### config.mk
export PLATFORM = sky130hd
export DESIGN_NAME = memory_addr_sequencer
export DESIGN_NICKNAME = d
export VERILOG_FILES = /design/src/rtl/memory_addr_sequencer.sv
export SDC_FILE = /design/constraint.sdc
export NUM_CORES = 1
export LEC_CHECK = 0
export BUFFER_PORTS_ARGS = -buffer_cell sky130_fd_sc_hd__buf_2
export CAP_MARGIN = 20
export CELL_PAD_IN_SITES_DETAIL_PLACEMENT = 1
export CELL_PAD_IN_SITES_GLOBAL_PLACEMENT = 1
export CORE_AREA = 5 5 94 96
export CTS_BUF_LIST = sky130_fd_sc_hd__clkbuf_4 sky130_fd_sc_hd__clkbuf_8 sky130_fd_sc_hd__clkbuf_16
export CTS_CLUSTER_SIZE = 14
export DETAILED_ROUTE_END_ITERATION = 10
export DIE_AREA = 0 0 99 101
export GPL_ROUTABILITY_DRIVEN = 0
export MAX_ROUTING_LAYER = met4
export PLACE_DENSITY_LB_ADDON = 0.1
export SYNTH_ARGS = -nofsm -noshare
export SYNTH_HDL_FRONTEND = slang
export SYNTH_SLANG_ARGS = --single-unit
### constraint.sdc
create_clock -name clock -period 4.9 [get_ports clock]
set_input_delay 0.98 -clock clock [delete_from_list [all_inputs] [get_ports clock]]
set_output_delay 0.98 -clock clock [all_outputs]
set_load 0.1 [all_outputs]
### src/rtl/memory_addr_sequencer.sv
// Address sequencer for the image-scaling frame memory: turns one request into
// a single beat or a SCALE x SCALE row-major block of addresses, with stall and range check.
module memory_addr_sequencer #(
  parameter int ADDR_WIDTH = 17,
  parameter int IMG_WIDTH  = 160,
  parameter int SCALE      = 2,
  parameter int MEM_DEPTH  = 76800
) (
  input  logic                  clock,
  input  logic                  reset_n,
  input  logic                  start,
  input  logic [2:0]            operation,
  input  logic [ADDR_WIDTH-1:0] addr_base,
  input  logic                  mem_ready,
  output logic [ADDR_WIDTH-1:0] addr_out,
  output logic                  addr_valid,
  output logic                  wr_en,
  output logic                  busy,
  output logic                  done,
  output logic                  err
);

  localparam int CW = (SCALE > 1) ? $clog2(SCALE) : 1;
  localparam int EW = ADDR_WIDTH + 2;
  localparam logic [CW-1:0]         LAST_IDX = CW'(SCALE - 1);
  localparam logic [EW-1:0]         SPAN     = EW'((SCALE - 1) * IMG_WIDTH + SCALE - 1);
  localparam logic [EW-1:0]         LIMIT    = EW'(MEM_DEPTH - 1);
  localparam logic [ADDR_WIDTH-1:0] STRIDE   = ADDR_WIDTH'(IMG_WIDTH);

  localparam logic [1:0] S_IDLE  = 2'd0;
  localparam logic [1:0] S_ISSUE = 2'd1;
  localparam logic [1:0] S_DONE  = 2'd2;

  logic [1:0]            state;
  logic [CW-1:0]         col;
  logic [CW-1:0]         row;
  logic                  err_q;
  logic [ADDR_WIDTH-1:0] addr_q;
  logic [ADDR_WIDTH-1:0] row_start;
  logic                  block_q;
  logic                  wr_q;

  logic          is_block;
  logic [EW-1:0] last_ext;
  logic          in_range;
  logic          last_beat;
  logic          accept_start;

  // Range check uses two spare bits so an out-of-range block can never wrap into range.
  assign is_block     = operation[0] ^ operation[1];
  assign last_ext     = {2'b00, addr_base} + (is_block ? SPAN : {EW{1'b0}});
  assign in_range     = (last_ext <= LIMIT);
  assign accept_start = (state == S_IDLE) && start && in_range;
  assign last_beat    = !block_q || ((row == LAST_IDX) && (col == LAST_IDX));

  always_ff @(posedge clock or negedge reset_n) begin
    if (!reset_n) begin
      state <= S_IDLE;
      col   <= '0;
      row   <= '0;
      err_q <= 1'b0;
    end else begin
      err_q <= 1'b0;
      case (state)
        S_IDLE: begin
          if (start) begin
            if (in_range) begin
              col   <= '0;
              row   <= '0;
              state <= S_ISSUE;
            end else begin
              err_q <= 1'b1;
            end
          end
        end
        S_ISSUE: begin
          if (mem_ready) begin
            if (last_beat) begin
              state <= S_DONE;
            end else if (col == LAST_IDX) begin
              col <= '0;
              row <= row + CW'(1);
            end else begin
              col <= col + CW'(1);
            end
          end
        end
        S_DONE:  state <= S_IDLE;
        default: state <= S_IDLE;
      endcase
    end
  end

  // Address path: row_start accumulates the row stride, addr_q walks the columns.
  always_ff @(posedge clock) begin
    if (accept_start) begin
      addr_q    <= addr_base;
      row_start <= addr_base;
      block_q   <= is_block;
      wr_q      <= operation[2];
    end else if ((state == S_ISSUE) && mem_ready && !last_beat) begin
      if (col == LAST_IDX) begin
        row_start <= row_start + STRIDE;
        addr_q    <= row_start + STRIDE;
      end else begin
        addr_q <= addr_q + ADDR_WIDTH'(1);
      end
    end
  end

  assign addr_valid = (state == S_ISSUE);
  assign addr_out   = addr_valid ? addr_q : '0;
  assign wr_en      = addr_valid & wr_q;
  assign busy       = (state != S_IDLE);
  assign done       = (state == S_DONE);
  assign err        = err_q;

endmodule
==> results.sh, run 1 <==
export IMPL_seq_area_um2=1210
export IMPL_drcViolationCount=0
export IMPL_dpl_cell_count=417
export IMPL_grt_ovfl_total=0
export IMPL_fin_tns_setup_ps=0
export IMPL_viasPerCell=5.06
export IMPL_synth_area_leaders="edfxtp_1 (37%), mux2_4 (12%), xnor2_1 (5.4%)"
export IMPL_power_leakage_uw=0.00141
export IMPL_path_cells="buf_2, xor2_1, ha_1, and3_1, a211oi_2, or4_1, and3_4, o311a_4, o21ai_4, buf_4, mux2_4"
export IMPL_critical_path_buf_inv_count=2
export IMPL_synth_cell_types=46
export IMPL_synth_cells=274
export IMPL_start_util_pct=36.4
export IMPL_port_buffers=45
export IMPL_cts_made_buffers=5
export IMPL_hp_class="in -> async"
export IMPL_grt_max_degree=35
export IMPL_synth_nets=304
export IMPL_first_iter_violations=62
export IMPL_maxCapViolCount=0
export IMPL_ys_warn_count=0
export IMPL_start_kind="input port"
export IMPL_synth_edf_count=36
export IMPL_clock_fmax_mhz=247
export IMPL_cp_required_ps=4940
export IMPL_rsz0062_at_grt="false"
export IMPL_finalMaxSlewViolations=0
export IMPL_num_io_pins=46
export IMPL_crit_family="simple AND/OR/NAND/NOR gates"
export IMPL_fin_crit_sh_pct=82.7
export IMPL_cp_slowest_cell="or4_1"
export IMPL_antenna_found_initial=0
export IMPL_irDropWorstVdd_uv=164
export IMPL_fin_ws_ps=846
export IMPL_wirelength_um=7140
export IMPL_clkTransAtPathRegs_ps=90
export IMPL_clockBufferDepth=2
export IMPL_placed_cell_area_um2=3190
export IMPL_worstSetupEndpointType="flip-flop"
export IMPL_area_growth_pct=15.1
export IMPL_netlist_area_um2=2900
export IMPL_rows=33
export IMPL_p_per_area_nw_per_um2=626
export IMPL_fin_nets=350
export IMPL_syn_mean_instance_area_um2=10.6
export IMPL_die_w_um=99
export IMPL_gr_usage_all_layers_pct=14.8
export IMPL_max_slew_worst_pin_slew_ps=796
export IMPL_worstSetupPathType="in -> reg"
export IMPL_antenna_cells=0
export IMPL_path_max_fanout=23
export IMPL_yosysSeqAreaShare_pct=41.6
export IMPL_holdBufCountCts=0
export IMPL_grt_pass1_vias=2270
export IMPL_whs_ps=475
export IMPL_post_cts_resized=0
export IMPL_finalCriticalPeriod_ps=4050
export IMPL_cp_arrival_ps=4100
export IMPL_cts_tree="yes"
export IMPL_cts_root_buffer_cell="clkbuf_8"
export IMPL_grt_pass1_wl_um=11300
export IMPL_dp_hpwl_um=5650
export IMPL_post_cts_buffers=0
export IMPL_drt_pass1_iter_count=6
export IMPL_cts_sinks=41
export IMPL_num_vias=2154
export IMPL_fill_cells=925
export IMPL_synth_top_cell_area_share_pct=37.3
export IMPL_synth_main_ff_cell="edfxtp_1"
export IMPL_instances_no_fill=426
export IMPL_synthArstFlopShare_pct=12.2
export IMPL_critPathMaxStageDelay_ps=470
export IMPL_core_region_area_um2=7970
export IMPL_outcome="finished clean"
export IMPL_drive_gt1_share_pct=27.7
export IMPL_dp_slack_ps=524
export IMPL_ant_nets=0
export IMPL_slew_headroom_pct=46.9
export IMPL_die_y_um=101
export IMPL_clkLatencyLatePin_ps=290
export IMPL_setup_viol=0
export IMPL_finalHoldViolCount=0
export IMPL_ys_ff_latch=41
export IMPL_fin_area_um2=3340
export IMPL_fin_skew_ps=9.58
export IMPL_design_die_area_um2=10000
export IMPL_multi_input_area_um2=1570
export IMPL_yosysTopAreaCell="edfxtp_1"
export IMPL_h_tree_depth=2
export IMPL_wl_per_cell_um=16.8
## report_power, final
part	switching [µW]	total (µW)	internal, µW
registers	80.4	611	531
logic	823	1190	364
clock network	124	290	166
## cell usage after synthesis (2+ instances only)
cell type  instances
edfxtp_1          36
nand2_1           33
and2_1            23
mux2_4            23
nor2_1            20
xnor2_1           18
o21ai_0           14
xor2_1            12
and3_1            10
nand3_1           10
a21oi_1            6
clkbuf_1           6
ha_1               6
inv_1              6
dfrtp_1            5
o21ai_1            5
mux2i_1            4
a22oi_1            2
and3_2             2
and4_1             2
buf_12             2
inv_2              2
nand4_1            2
nor2b_1            2
or2_1              2
## kinds of logic after synthesis
kind of cell,count (synthesis),share of synthesized area (%)
flip-flops,41,41.6
buffers and inverters,18,4.10
AO/OA/AOI/OAI,39,9.20
AND/OR/NAND/NOR,113,20.1
adder cells (fa/ha/maj),6,2.59
multiplexers,27,13.3
XOR/XNOR,30,9.07
## worst register-to-register path: stages (launching register included)
cell	delay, ps
edfxtp_1	410
ha_1	200
and3_1	210
and3_1	280
nand2_1	130
nor3_1	270
xnor2_1	180
mux2i_1	90
mux2_4	250
## stage by stage
stage / utilization [%] / total power [µW]
6_report: 41.9 / 2090
5_1_grt: 41.9 / 2190
4_1_cts: 41.5 / 2090
3_5_place_dp: 40.0 / 1800
3_3_place_gp: 40.0 / 1770
2_1_floorplan: - / 1600
## per-layer routing
| layer | part of all wire, % | vias to the layer above | track usage [%] |
|---|---|---|---|
| li1 | - | 1063 | - |
| met1 | 51 | 1052 | 20.0 |
| met2 | 45 | 37 | 23.5 |
| met3 | 3.2 | 2 | 2.15 |
| met4 | 0.66 | 0 | 3.47 |
| met5 | 0 | - | - |
## cells in the final DEF, fill, tap and decap left out, types with 3 or more instances in the layout
cell type,netlist,final
mux2i_1,4,4
and2_1,23,23
clkbuf_8,0,6
mux2_4,23,23
nor2_1,20,20
o21ai_0,14,14
edfxtp_1,36,36
nand2_1,33,33
nand3_1,10,10
a21oi_1,6,6
o21ai_1,5,5
inv_1,6,6
buf_2,0,45
buf_4,0,3
xnor2_1,18,18
dfrtp_1,5,5
and3_1,10,10
xor2_1,12,12
ha_1,6,6
## final timing paths
check	startpoint	endpoint	slack, ps	cells past startpoint
hold / removal	reset_n	err$_DFF_PN0_	470	1
setup / recovery	operation[1]	row_start[9]$_DFFE_PP_	850	11
min in group clock	row$_DFFE_PN0P_	row$_DFFE_PN0P_	560	2
hold reg to reg	row$_DFFE_PN0P_	row$_DFFE_PN0P_	560	2
max in group asynchronous	reset_n	col$_DFFE_PN0P_	4300	1
setup reg to reg	addr_q[0]$_DFFE_PP_	addr_q[16]$_DFFE_PP_	2630	8
## layout make-up
cell class / count / share of cell area (%)
Multi-Input combinational cell: 215 / 47.1
Sequential cell: 41 / 36.2
Timing Repair Buffer: 49 / 8.25
Tap cell: 105 / 3.94
Clock buffer: 6 / 2.48
Clock inverter: 2 / 1.13
Inverter: 8 / 0.900
## flip-flops by register name (all words and copies together) (netlist names)
signal and count:
state 2, wr_q 1, addr_q 17, err 1, row 1, col 1, block_q 1, row_start 17
Note: power is estimated with default switching activity, not from simulation.
==> run 2: changes to the inputs <==
ABC_AREA = 1   (was unset)
CORE_AREA = 5 5 97 99   (was 5 5 94 96)
DIE_AREA = 0 0 102 104   (was 0 0 99 101)
clock period = 3.5 ns   (was 4.9 ns; I/O delays follow)
==> run 2 against run 1 <==
Compared with the run above:
- sequential power increased by 43%
- wire length increased by 19%
- critical path type unchanged
- highest routed layer unchanged
- core utilization decreased by 0.87 points
==> results.sh, run 2 <==
export IMPL_path_cells="buf_2, xor2_1, ha_1, nand3_1, nand2_1, inv_1, nand2_2, nand3_1, nand2_1, nand2_1, inv_1, nor2_1, nand2_1, nand3_2, buf_12, inv_2, nand2_1, nand2_1"
export IMPL_hp_class="in -> async"
export IMPL_design_die_area_um2=10600
export IMPL_viasPerCell=4.75
export IMPL_drcViolationCount=0
export IMPL_start_kind="input port"
export IMPL_synth_edf_count=36
export IMPL_core_region_area_um2=8470
export IMPL_clkTransAtPathRegs_ps=80
export IMPL_num_io_pins=46
export IMPL_area_growth_pct=14.5
export IMPL_max_slew_worst_pin_slew_ps=670
export IMPL_finalHoldViolCount=0
export IMPL_final_common_cell="nand2_1"
export IMPL_grt_pass1_wl_um=14200
export IMPL_cts_made_buffers=5
export IMPL_synthTopCellsByCount="nand2_1 (131), inv_1 (63), nor2_1 (59)"
export IMPL_cp_slowest_cell="ha_1"
export IMPL_cts_sinks=41
export IMPL_path_max_fanout=55
export IMPL_drive_gt1_share_pct=15.9
export IMPL_dp_hpwl_um=6820
export IMPL_post_cts_resized=0
export IMPL_wirelength_um=8520
export IMPL_worstSetupEndpointType="flip-flop"
export IMPL_clock_fmax_mhz=336
export IMPL_ant_nets=0
export IMPL_synth_nets=458
export IMPL_netlist_area_um2=3030
export IMPL_top_layer_used="met4"
export IMPL_h_tree_depth=2
export IMPL_synthArstFlopShare_pct=12.2
export IMPL_cts_root_buffer_cell="clkbuf_8"
export IMPL_top_regs="addr_q x17, row_start x17, state x2"
export IMPL_dr_wl_met3_um=247
export IMPL_dpl_cell_count=572
export IMPL_p_per_area_nw_per_um2=885
export IMPL_synth_main_ff_cell="edfxtp_1"
export IMPL_crit_end="addr_q[3]$_DFFE_PP_"
export IMPL_grt_pass1_vias=2896
export IMPL_port_buffers=45
export IMPL_finalCriticalPeriod_ps=2980
export IMPL_synth_top_cell_area_share_pct=35.7
export IMPL_gr_usage_all_layers_pct=17.3
export IMPL_worstSetupPathType="in -> reg"
export IMPL_outcome="finished clean"
export IMPL_grt_max_degree=56
export IMPL_crit_top_cell="nand2_1"
export IMPL_rr_startpoint="addr_q[0]$_DFFE_PP_"
export IMPL_die_y_um=104
export IMPL_finalMaxSlewViolations=0
export IMPL_synth_cell_types=30
export IMPL_ys_ff_latch=41
export IMPL_die_w_um=102
export IMPL_ys_warn_count=0
export IMPL_yosysTopAreaCell="edfxtp_1"
export IMPL_wl_met1_um=4090
export IMPL_synth_cells=428
export IMPL_rr_endpoint="addr_q[10]$_DFFE_PP_"
export IMPL_syn_mean_instance_area_um2=7.08
export IMPL_rsz0062_at_grt="false"
export IMPL_final_cell_mix="nand2_1 (131), inv_1 (63), nor2_1 (58), buf_2 (45), edfxtp_1 (36)"
export IMPL_critPathMaxStageDelay_ps=350
export IMPL_critical_path_startpoint="operation[1]"
export IMPL_fin_nets=501
export IMPL_reg2reg_depth=10
export IMPL_antenna_cells=0
export IMPL_setup_viol=0
export IMPL_wl_per_cell_um=14.7
export IMPL_fin_util_pct=41.0
export IMPL_instances_no_fill=579
export IMPL_cp_arrival_ps=3030
export IMPL_clockBufferDepth=2
export IMPL_synthMostInstantiatedCell="nand2_1"
export IMPL_cp_required_ps=3550
export IMPL_slew_headroom_pct=55.3
export IMPL_antenna_found_initial=0
export IMPL_irDropWorstVdd_uv=288
export IMPL_clkLatencyLatePin_ps=290
export IMPL_first_iter_violations=124
export IMPL_yosysSeqAreaShare_pct=39.8
export IMPL_fin_crit_sh_pct=85.1
export IMPL_holdBufCountCts=0
export IMPL_start_util_pct=35.8
export IMPL_fin_skew_ps=9.16
export IMPL_rows=34
export IMPL_routed_wl_met2_um=4030
export IMPL_synth_area_leaders="edfxtp_1 (36%), nand2_1 (16%), inv_1 (7.8%)"
export IMPL_cts_tree="yes"
export IMPL_reg2reg_slack_ps=1170
export IMPL_maxCapViolCount=0
export IMPL_num_vias=2751
export IMPL_drt_pass1_iter_count=4
export IMPL_power_leakage_uw=0.00177
export IMPL_grt_ovfl_total=0
export IMPL_post_cts_buffers=0
[run 2: final cells by class]
type                    count  area, µm²
flip-flops and latches     41       1210
multi-input cells         309       1500
fillers                  1145       5000
clock inverters             2       35.0
inverters                  65        244
clock buffers               5       68.8
repair buffers             49        280
well taps                 108        135
[run 2: logic make-up after synthesis]
group | Yosys count | share of synthesized area [%]
and+or+nand+nor | 243 | 33.4
buffers and inverters | 78 | 10.8
adders and majority gates | 6 | 2.48
AOI/OAI and AO/OA | 40 | 7.76
xor gates and xnor gates | 20 | 5.78
DFF | 41 | 39.8
[run 2: worst min path at each step]
stage                    startpoint                   end  slack (ps)  depth (start not counted)
global placement    row$_DFFE_PN0P_       row$_DFFE_PN0P_         480                          1
global route                reset_n  state[1]$_DFFE_PN0P_         200                          1
CTS                         reset_n       row$_DFFE_PN0P_         210                          1
detailed placement  row$_DFFE_PN0P_       row$_DFFE_PN0P_         480                          1
floorplan                   reset_n       col$_DFFE_PN0P_         400                          0
finish                      reset_n  state[1]$_DFFE_PN0P_         210                          1
[run 2: where the power goes]
group / switching [µW] / total [µW] / internal [µW]
Sequential: 114 / 873 / 759
Clock: 164 / 371 / 207
Combinational: 1440 / 1830 / 388
[run 2: stage by stage]
step	TNS (ps)	setup WS (ps)	instance area (µm²)	hold WS, ps	total power (µW)
2_1_floorplan	-3590	-292	3030	404	2360
3_3_place_gp	0	263	3370	478	2690
3_5_place_dp	0	189	3370	477	2730
4_1_cts	0	506	3470	207	3110
5_1_grt	0	202	3470	203	3290
6_report	0	523	3470	209	3070
[run 2: metal layers]
metal  vias up  GRT usage, %
met5         -             -
met4         0          5.15
met3        11          1.74
met2        49          27.6
met1      1261          23.1
li1       1430             -
[run 2: critical path: cells and delay by family]
| family | cells | cell delay, ps |
|---|---|---|
| buffers and inverters | 5 | 590 |
| and+or+nand+nor | 11 | 1020 |
| xor gates and xnor gates | 1 | 340 |
| adders and majority gates | 1 | 350 |
